File: src/rtl/alu_pipe.sv
`default_nettype none
// ============================================================================
// Module      : alu_pipe
// Description : Single-cycle ALU with valid/ready handshake and a serial
//               shift-add multiplier that takes WIDTH cycles per product.
// Revision    : 1.0 - initial release
// ============================================================================
module alu_pipe #(
  parameter int WIDTH = 8
) (
  input  logic             clk,
  input  logic             reset,
  input  logic [WIDTH-1:0] data1,
  input  logic [WIDTH-1:0] data2,
  input  logic [2:0]       select,
  input  logic             in_valid,
  output logic             in_ready,
  output logic [WIDTH-1:0] result,
  output logic             zero,
  output logic             carry,
  output logic             out_valid,
  input  logic             out_ready,
  output logic             busy
);

  localparam int CW = $clog2(WIDTH);
  localparam logic [CW-1:0] c_cnt_last = CW'(WIDTH - 1);

  localparam logic [2:0] c_op_fwd = 3'b000;
  localparam logic [2:0] c_op_add = 3'b001;
  localparam logic [2:0] c_op_and = 3'b010;
  localparam logic [2:0] c_op_or  = 3'b011;
  localparam logic [2:0] c_op_sub = 3'b100;
  localparam logic [2:0] c_op_xor = 3'b101;
  localparam logic [2:0] c_op_mul = 3'b110;
  localparam logic [2:0] c_op_sll = 3'b111;

  typedef enum logic [0:0] {
    S_IDLE = 1'b0,
    S_MUL  = 1'b1
  } state_t;

  state_t             state_q, state_d;
  logic [WIDTH-1:0]   result_q, result_d;
  logic               zero_q, zero_d;
  logic               carry_q, carry_d;
  logic               out_valid_q, out_valid_d;
  logic [2*WIDTH-1:0] acc_q, acc_d;
  logic [2*WIDTH-1:0] mcand_q, mcand_d;
  logic [WIDTH-1:0]   mplier_q, mplier_d;
  logic [CW-1:0]      cnt_q, cnt_d;

  logic [WIDTH:0]     w_sum;
  logic [WIDTH:0]     w_diff;
  logic               w_sll_oor;
  logic [WIDTH-1:0]   w_alu_res;
  logic               w_alu_carry;
  logic [2*WIDTH-1:0] w_acc_step;
  logic               w_accept;

  assign in_ready  = (state_q == S_IDLE) && (!out_valid_q || out_ready);
  assign busy      = (state_q == S_MUL);
  assign w_accept  = in_valid && in_ready;
  assign result    = result_q;
  assign zero      = zero_q;
  assign carry     = carry_q;
  assign out_valid = out_valid_q;

  assign w_sum      = {1'b0, data1} + {1'b0, data2};
  assign w_diff     = {1'b0, data1} - {1'b0, data2};
  // Any bit of B at or above log2(WIDTH) means the shift is >= WIDTH
  assign w_sll_oor  = |(data2 >> CW);
  assign w_acc_step = mplier_q[0] ? (acc_q + mcand_q) : acc_q;

  always_comb begin
    w_alu_res   = '0;
    w_alu_carry = 1'b0;
    case (select)
      c_op_fwd: w_alu_res = data2;
      c_op_add: begin
        w_alu_res   = w_sum[WIDTH-1:0];
        w_alu_carry = w_sum[WIDTH];
      end
      c_op_and: w_alu_res = data1 & data2;
      c_op_or:  w_alu_res = data1 | data2;
      c_op_sub: begin
        w_alu_res   = w_diff[WIDTH-1:0];
        w_alu_carry = w_diff[WIDTH];
      end
      c_op_xor: w_alu_res = data1 ^ data2;
      c_op_sll: w_alu_res = w_sll_oor ? '0 : (data1 << data2[CW-1:0]);
      default:  w_alu_res = '0;
    endcase
  end

  always_comb begin
    state_d     = state_q;
    result_d    = result_q;
    zero_d      = zero_q;
    carry_d     = carry_q;
    out_valid_d = out_valid_q;
    acc_d       = acc_q;
    mcand_d     = mcand_q;
    mplier_d    = mplier_q;
    cnt_d       = cnt_q;

    if (out_ready) begin
      out_valid_d = 1'b0;
    end

    case (state_q)
      S_IDLE: begin
        if (w_accept) begin
          if (select == c_op_mul) begin
            acc_d    = '0;
            mcand_d  = {{WIDTH{1'b0}}, data1};
            mplier_d = data2;
            cnt_d    = '0;
            state_d  = S_MUL;
          end else begin
            result_d    = w_alu_res;
            carry_d     = w_alu_carry;
            out_valid_d = 1'b1;
          end
        end
      end
      S_MUL: begin
        acc_d    = w_acc_step;
        mcand_d  = mcand_q << 1;
        mplier_d = mplier_q >> 1;
        cnt_d    = cnt_q + 1'b1;
        if (cnt_q == c_cnt_last) begin
          result_d    = w_acc_step[WIDTH-1:0];
          carry_d     = |w_acc_step[2*WIDTH-1:WIDTH];
          out_valid_d = 1'b1;
          cnt_d       = '0;
          state_d     = S_IDLE;
        end
      end
      default: state_d = S_IDLE;
    endcase

    // Flag tracks whatever value lands in the result register
    zero_d = (result_d == '0);
    if (result_d == result_q && out_valid_d == out_valid_q && state_d == state_q
        && !(w_accept && select != c_op_mul)) begin
      zero_d = zero_q;
    end
  end

  always_ff @(posedge clk) begin
    if (reset) begin
      state_q     <= S_IDLE;
      result_q    <= '0;
      zero_q      <= 1'b0;
      carry_q     <= 1'b0;
      out_valid_q <= 1'b0;
      acc_q       <= '0;
      mcand_q     <= '0;
      mplier_q    <= '0;
      cnt_q       <= '0;
    end else begin
      state_q     <= state_d;
      result_q    <= result_d;
      zero_q      <= zero_d;
      carry_q     <= carry_d;
      out_valid_q <= out_valid_d;
      acc_q       <= acc_d;
      mcand_q     <= mcand_d;
      mplier_q    <= mplier_d;
      cnt_q       <= cnt_d;
    end
  end

endmodule
`default_nettype wire

File: config.mk
export PLATFORM = sky130hd
export DESIGN_NAME = alu_pipe
export DESIGN_NICKNAME = d
export VERILOG_FILES = /design/src/rtl/alu_pipe.sv
export SDC_FILE = /design/constraint.sdc
export NUM_CORES = 1
export LEC_CHECK = 0
export CAP_MARGIN = 20
export CORE_MARGIN = 1.5
export CORE_UTILIZATION = 55
export CTS_CLUSTER_SIZE = 12
export DETAILED_ROUTE_END_ITERATION = 8
export GPL_ROUTABILITY_DRIVEN = 0
export MAX_ROUTING_LAYER = met4
export PLACE_DENSITY_LB_ADDON = 0.15
export SETUP_SLACK_MARGIN = 0.1
export SLEW_MARGIN = 10
export SYNTH_ARGS = -nofsm -noshare
export SYNTH_HDL_FRONTEND = slang
export SYNTH_SLANG_ARGS = --single-unit
File: constraint.sdc
create_clock -name clk -period 3.8 [get_ports clk]
set_input_delay 0.57 -clock clk [delete_from_list [all_inputs] [get_ports clk]]
set_output_delay 0.57 -clock clk [all_outputs]
set_load 0.05 [all_outputs]
* Yosys cells after proc, flatten, opt, wreduce, memory -nomap -nowiden
Index checks and enable logic that the tools add are counted.
Storage, ports and cells: logic and storage cells 83, output and inout bits 13, bits in registers 55, input bits 23
Operators by class: shift operators 1, add/sub/neg operators 4, equal/unequal tests 16, bitwise operators 4, reduce and logical (&&, ||, !) cells 15, multiplexer cells 34
Operator list (number):
- $mux 16 | 5
- $pmux 16 s2 | 2
- $pmux 8 s7 | 1
- $mux 8 | 6
- $pmux 8 s2 | 2
- $add 16x16->16 | 1
- $eq 3x3->1 const B | 5
- $mux 1 | 10
- $add 8x8->9 | 1
- $mux 3 | 3
- $sub 8x8->9 | 1
- $and 8x8->8 | 1
- $eq 8x8->1 | 1
- $logic_not 8->1 | 1
- $or 8x8->8 | 1
- $pmux 1 s2 | 4
- $reduce_or 8->1 | 1
- $shl 8x3->8 | 1
- $xor 8x8->8 | 1
- $eq 3x2->1 const B | 2
- $logic_and 1x1->1 | 6
- $pmux 3 s2 | 1
- $reduce_or 5->1 | 1
- $ne 2x1->1 const B | 2
- 11 further kinds | 14

* Logic depth before layout (Yosys ltp)
Gate-level depths: netlist of run 1.
word-level depth 10, mapped depth 11, mapped depth without buffers 11

* Least setup slack after synthesis of run 1
Ideal clock, no wire load.
path kind input port to flip-flop, start point input port data2[2], end point register zero_q (netlist: zero), data arrival time 2.862 ns, path slack 0.823 ns, path buffers 1, library setup time 0.115 ns, data required time 3.685 ns, stages 11, cell sequence clkinv_1 ha_1 clkbuf_1 a211oi_1 nor2_1 xnor2_1 mux4_2 o211a_1 o32ai_2 nor3_1 a31o_1
On the way: cells in the longest elaborated chain, start to end 10, elaborated cells between the ends (all ways) 16
Ends and longest elaborated chain:
- start, declared | line 14 | input logic [WIDTH-1:0] data2,
- branches (longest 2 deep; another with $sub 8x8->9)
- $pmux 8 s7 (*) | line 78 | case (select)
- $mux 8 (*) | line 114 | if (select == c_op_mul) begin
- $mux 8 (*) | line 113 | if (w_accept) begin
- $pmux 8 s2 (*) | line 111 | case (state_q)
- $eq 8x8->1 | line 145 | if (result_d == result_q && out_valid_d == out_valid_q && state_d == state_q
- $logic_and 1x1->1 (2 in a row) | line 145
- $logic_and 1x1->1 | line 146 | && !(w_accept && select != c_op_mul)) begin
- end signal, assigned | line 165 | zero_q <= zero_d;
- end, declared | line 45 | logic zero_q, zero_d;
Mark *: on every way between the ends. A chain may end at the register's enable or synchronous reset.

* Worst setup path in the final report of run 1
start point input port data1[0], end point register carry_q (netlist: carry)
On the way: cells in the longest elaborated chain, start to end 5, elaborated cells between the ends (all ways) 6
Ends and longest elaborated chain:
- start, declared | line 13 | input logic [WIDTH-1:0] data1,
- $sub 8x8->9 or $add 8x8->9 (tied branches) | line 70, 69
- $pmux 1 s2 (*) | line 78
- $mux 1 (*) | line 114
- $mux 1 (*) | line 113
- $pmux 1 s2 (*) | line 111
- end signal, assigned | line 166 | carry_q <= carry_d;
- end, declared | line 46 | logic carry_q, carry_d;
Every way passes the cells marked *; elsewhere a longest branch is shown, timed or not. The select of a mux whose other input is x is not followed.

==> results.toml, run 1 <==
[critical_path]
critical_path_class = "input pin to flip-flop"
r2r-end = "carry"
r2r.worst_path.cells = 10
crit_arrival_ns = 3.56
crit_path_start_kind = "input pin"
reg2reg_from = "acc_q[0]"
critical_path_required_ns = 3.99
r2r_slack_ns = 0.55
cp_max_fo = 6
end_kind = "flip-flop"

[yosys]
synth_flop_cell = "dfxtp_1"
syn_area_sq_um = 4670
ys_seq_area_frac = 0.236
ys_types = 61
yosysWarnings = 0
ys_ff_latch = 55
syn_inst = 626
synth_top_area_cell = "dfxtp_1"
postSynthAreaPerCell_sq_um = 7.46
yosysMostFrequentCell = "a21oi_1"
synth_fp_nets = 694
synth_area_leaders = "dfxtp_1, ha_1, a21oi_1"
synth_edf_count = 0
yosys-top-cells-count = "a21oi_1, nand2_1, nor2_1, dfxtp_1, ha_1"
synth_top_cell_area_share = 0.236
async_reset_ff_frac = 0

[route]
vias = 4778
met1Wirelength_um = 6120
wl_met2_um = 5860
top_layer = "met4"
routed_wl_um = 13400
ant_nets = 0
first_iter_violations = 492
routed-wl-met3_um = 1280
vias_per_cell = 6.32
drc = 0
first_pass_iters = 6
wl_per_cell_um = 17.8

[min_path]
worstHoldPathType = "flip-flop to flip-flop"
hold_end = "cnt_q[2]"
hold_path_depth = 2
hold_start = "cnt_q[2]"

[global_routing]
grt_util_all_layers = 0.316
grt_pass1_wl_um = 21900
grt_pass1_vias = 4384
grt_max_degree = 58
overflow = 0
antenna_found_initial = 0

[final_layout]
fillCellCount = 741
drive_gt1_frac = 0.0707
stdcell_count = 756
syn2layout_area_growth_pct = 12.3
n_antenna_cell = 0
final_nets = 718

[floorplanning]
die_y_um = 95.2
core_sq_um = 8220
die-area_sq_um = 9050
pin_count = 36
start_util = 0.568
die_w_um = 95.2
rows = 33

[pwr]
p_leak_nw = 2.08
peakVddDrop_uv = 268
total_power_mw = 1.37
p_per_area_nw_per_um2 = 261

[clock_network]
cts_tree = "built"
h-tree-depth = 2
cts_buffer_depth = 2
post_cts.repair.setup_buffers = 0
cts_sinks = 55
hold_buffers = 0
cts-root-buf = "clkbuf_8"
cts_resized = 0
path_clk_slew_ns = 0.11
clk_latency_ns = 0.32
numCtsBuffers = 5

[timing]
slew_headroom = 0.505
worst_pin_slew_ns = 0.743
fin_crit_sh = 0.888
rsz0062_at_grt = "false"
min_period_ns = 3.37
setup_viol = 0
hold_viol = 0
fin_skew_ns = 0.00745
setup_tns_ns = 0
timing.fmax_ghz = 0.297
final_max_slew_viol_count = 0

[run_status]
status = "completed"

[placement]
hpwl_um = 9990
io_buffers = 35
dp_cells = 748

[run]
max-cap-violations = 0
metrics by stage:
step           setup slack (ns)   util  hold slack [ns]  area (sq um)
2_1_floorplan             0.823      -            0.448          4670
3_3_place_gp              0.232  0.627            0.461          5150
3_5_place_dp              0.138  0.627            0.466          5150
4_1_cts                   0.465  0.639            0.482          5250
5_1_grt                   0.256  0.639            0.506          5250
6_report                  0.427  0.639            0.482          5250
cells in the final DEF, fill, tap and decap left out, drive strengths merged, types with 5 or more instances in the layout:
master / count
a2111oi: 5
a21o: 5
a21oi: 88
a31oi: 6
buf: 20
clkbuf: 6
clkdlybuf4s50: 34
dfxtp: 55
ha: 42
inv: 28
mux2i: 18
mux4: 5
nand2: 80
nand2b: 11
nand3: 26
nor2: 63
nor2b: 8
nor3: 9
o211ai: 5
o21a: 5
o21ai: 22
o21bai: 6
o22ai: 11
xnor2: 11
xor2: 5
sequential cells by signal, summed over array words and instances (netlist names):
register   flops
acc_q         16
result         8
carry          1
out_valid      1
mplier_q       8
cnt_q          3
busy           1
mcand_q       16
zero           1
layer usage:
metal	GRT usage	vias up
li1	-	2308
met1	0.448	2189
met2	0.467	262
met3	0.0502	19
met4	0.0771	0
met5	-	-
layout make-up:
type                       instances  area [sq um]  area share
tap                              105           131      0.0250
clock inverter                     2          13.8     0.00262
clock buffer                       6          82.6      0.0157
multi-input combinational        504          3320       0.632
inverter                          30           113      0.0215
timing repair buffer              54           488      0.0930
sequential                        55          1100       0.210
critical path, stage by stage:
cell	delay [ns]
clkdlybuf4s50_1	0.59
inv_1	0.10
ha_1	0.24
fa_1	0.40
o21bai_1	0.21
a21oi_1	0.15
o31ai_1	0.41
a21oi_1	0.14
nor2_1	0.12
o31ai_1	0.10
a2111oi_0	0.41
a21oi_1	0.11
report_power, final:
| group | leakage [nW] | internal (mW) | switching (mW) |
|---|---|---|---|
| clock | 0.0516 | 0.150 | 0.208 |
| sequential | 0.446 | 0.593 | 0.0169 |
| combinational | 1.59 | 0.158 | 0.246 |
worst max path at each step:
stage	from	endpoint	slack (ns)	cells after the start
finish	data1[0]	carry	0.43	12
global route	data1[0]	carry	0.26	12
CTS	data1[0]	zero	0.46	11
detailed placement	data1[0]	zero	0.14	11
global placement	data1[0]	zero	0.23	11
floorplan	data2[2]	zero	0.82	11
cell families after synthesis:
group | share of synthesized area
AND/OR/NAND/NOR | 0.211
AO/OA/AOI/OAI | 0.274
buffers and inverters | 0.0541
flip-flops | 0.236
adder cells (fa/ha/maj) | 0.125
multiplexers | 0.0699
XOR/XNOR | 0.0300
Note: power is estimated with default switching activity, not from simulation.
==> inputs of run 2 (changes only) <==
--- a/config.mk
+++ b/config.mk
@@ -11,6 +11,7 @@
 export CTS_CLUSTER_SIZE = 12
 export DETAILED_ROUTE_END_ITERATION = 8
 export GPL_ROUTABILITY_DRIVEN = 0
+export HOLD_SLACK_MARGIN = 0.06
 export MAX_ROUTING_LAYER = met4
 export PLACE_DENSITY_LB_ADDON = 0.15
 export SETUP_SLACK_MARGIN = 0.1
==> results of run 2 <==
Same layout as run 1: the final DEF is identical, and so are final timing and power.
==> inputs of run 3 (changes only) <==
--- a/config.mk
+++ b/config.mk
@@ -5,6 +5,7 @@
 export SDC_FILE = /design/constraint.sdc
 export NUM_CORES = 1
 export LEC_CHECK = 0
+export ABC_AREA = 1
 export CAP_MARGIN = 20
 export CORE_MARGIN = 1.5
 export CORE_UTILIZATION = 55
==> run 3 against run 2 <==
Net effect:
- core utilization shrank 1.5 points
- critical path depth grew 4
- synthesized cell count grew 31%
- fmax grew 20%
- combinational power grew 5.0%
- count of clock-buffer cells in the layout shrank 1
- clock power grew 2%
- hold slack lost 0.0076 ns
- register-to-register slack gained 0.83 ns
- area after synthesis grew 4.6%
- critical path type unchanged
- largest cell class unchanged
- largest power group unchanged
==> results.toml, run 3 <==
[route]
drc = 0
ant_nets = 0
first_iter_violations = 353
routed_wl_um = 14400
vias_per_cell = 5.83
first_pass_iters = 5
vias = 5547
wl_per_cell_um = 15.2

[min_path]
worstHoldPathType = "flip-flop to flip-flop"

[floorplanning]
rows = 34
core_sq_um = 8680
start_util = 0.563
die-area_sq_um = 9460
die_w_um = 97.2
die_y_um = 97.2
pin_count = 36

[final_layout]
final_nets = 910
largestRegisters = "acc_q (16), mcand_q (16)"
final_cell_mix = "nand2_1, inv_1, nand3_1"
drive_gt1_frac = 0.0380
syn2layout_area_growth_pct = 10.7
fillCellCount = 852
n_antenna_cell = 0
final_common_cell = "nand2_1"

[yosys]
syn_area_sq_um = 4880
ys_types = 31
synth_fp_nets = 888
synth_edf_count = 0
yosysMostFrequentCell = "nand2_1"
ys_seq_area_frac = 0.225
ys_ff_latch = 55
syn_inst = 820
yosysWarnings = 0
synth_area_leaders = "dfxtp_1, nand2_1, ha_1"
synth_top_cell_area_share = 0.225
async_reset_ff_frac = 0
synth_flop_cell = "dfxtp_1"
postSynthAreaPerCell_sq_um = 5.96
yosys-top-cells-count = "nand2_1, inv_1, nand3_1, a21oi_1, dfxtp_1"
synth_top_area_cell = "dfxtp_1"

[critical_path]
end_kind = "flip-flop"
crit_arrival_ns = 3.08
critical_path_required_ns = 4.07
crit_path_start_kind = "input pin"
cp_max_fo = 14
critical_path_class = "input pin to flip-flop"

[clock_network]
h-tree-depth = 2
numCtsBuffers = 5
cts_tree = "built"
hold_buffers = 0
cts-root-buf = "clkbuf_8"
path_clk_slew_ns = 0.12
cts_resized = 0
post_cts.repair.setup_buffers = 0
cts_sinks = 55
cts_buffer_depth = 2
clk_latency_ns = 0.32

[global_routing]
overflow = 0
grt_util_all_layers = 0.321
grt_pass1_vias = 5108
antenna_found_initial = 0
grt_pass1_wl_um = 24500
grt_max_degree = 52

[run]
max-cap-violations = 0

[pwr]
peakVddDrop_uv = 215
total_power_mw = 1.41
p_per_area_nw_per_um2 = 260
p_leak_nw = 2.56

[timing]
hold_viol = 0
min_period_ns = 2.82
fin_skew_ns = 0.0149
worst_pin_slew_ns = 0.804
setup_viol = 0
final_max_slew_viol_count = 0
rsz0062_at_grt = "false"
setup_tns_ns = 0
slew_headroom = 0.463
timing.fmax_ghz = 0.355
fin_crit_sh = 0.741

[placement]
io_buffers = 35
hpwl_um = 11100

[run_status]
status = "completed"
## run 3: changes by cell type after synthesis, sizes merged, moves of 11 or more
cell	before	now
a21oi	88	64
nand3	26	80
nand4	2	17
o21ai	22	46
nand2	80	277
nor2	63	52
clkbuf	26	15
mux2i	18	0
or2	1	12
nand2b	11	0
inv	27	93
## run 3: worst max-delay path, cell delays in order
cell,delay (ns)
clkdlybuf4s50_1,0.80
inv_1,0.27
ha_1,0.37
inv_1,0.12
nand3_1,0.11
nand2_1,0.10
nand3_1,0.09
nand2_1,0.08
nand2_1,0.05
nand3_1,0.06
nand3_1,0.07
nand2_1,0.08
nand2_1,0.05
nor2_1,0.09
nand3_1,0.07
a21oi_1,0.11
## run 3: final cells by class
| cell class | count | area, sq um | share of cell area |
|---|---|---|---|
| clock buffers | 5 | 68.8 | 0.0127 |
| clock inverters | 3 | 33.8 | 0.00625 |
| inverters | 94 | 353 | 0.0652 |
| multi-input cells | 643 | 3310 | 0.611 |
| flip-flops and latches | 55 | 1100 | 0.204 |
| well taps | 108 | 135 | 0.0250 |
| repair buffers | 43 | 410 | 0.0759 |
## run 3: report_power, final
| group | leakage, nW | switching (mW) | internal (mW) |
|---|---|---|---|
| sequential | 0.447 | 0.0174 | 0.599 |
| clock | 0.0519 | 0.224 | 0.141 |
| combinational | 2.07 | 0.278 | 0.147 |
## run 3: metrics by stage
stage                     hold WS, ns  std cells  cell area [sq um]  utilization  setup WS, ns
after floorplan                 0.440        820               4880            -          1.28
after global placement          0.454        943               5310        0.611         0.769
after detailed placement        0.460        943               5310        0.611         0.663
after CTS                       0.473        951               5410        0.623          1.02
after global routing            0.504        951               5410        0.623         0.657
final                           0.474        951               5410        0.623         0.984
## run 3: cell families after synthesis
logic type,count (synthesis),synth area share
AO/OA/AOI/OAI,146,0.163
XOR/XNOR,4,0.00717
adder cells (fa/ha/maj),45,0.120
buffers and inverters,122,0.0984
flip-flops,55,0.225
AND/OR/NAND/NOR,448,0.386
## run 3: layer usage
metal / vias to the layer above / track usage / routed length, um
met5: - / - / 0
met4: 0 / 0.114 / 536
met3: 45 / 0.0331 / 1110
met2: 241 / 0.495 / 6380
met1: 2534 / 0.440 / 6410
li1: 2727 / - / -
## run 3: worst paths after layout
kind,from,depth (start not counted),slack (ns),end
hold / removal,mplier_q[6],2,0.47,mplier_q[5]
setup reg to reg,acc_q[0],13,1.38,zero
setup / recovery,data2[1],16,0.98,zero
hold reg to reg,mplier_q[6],2,0.47,mplier_q[5]
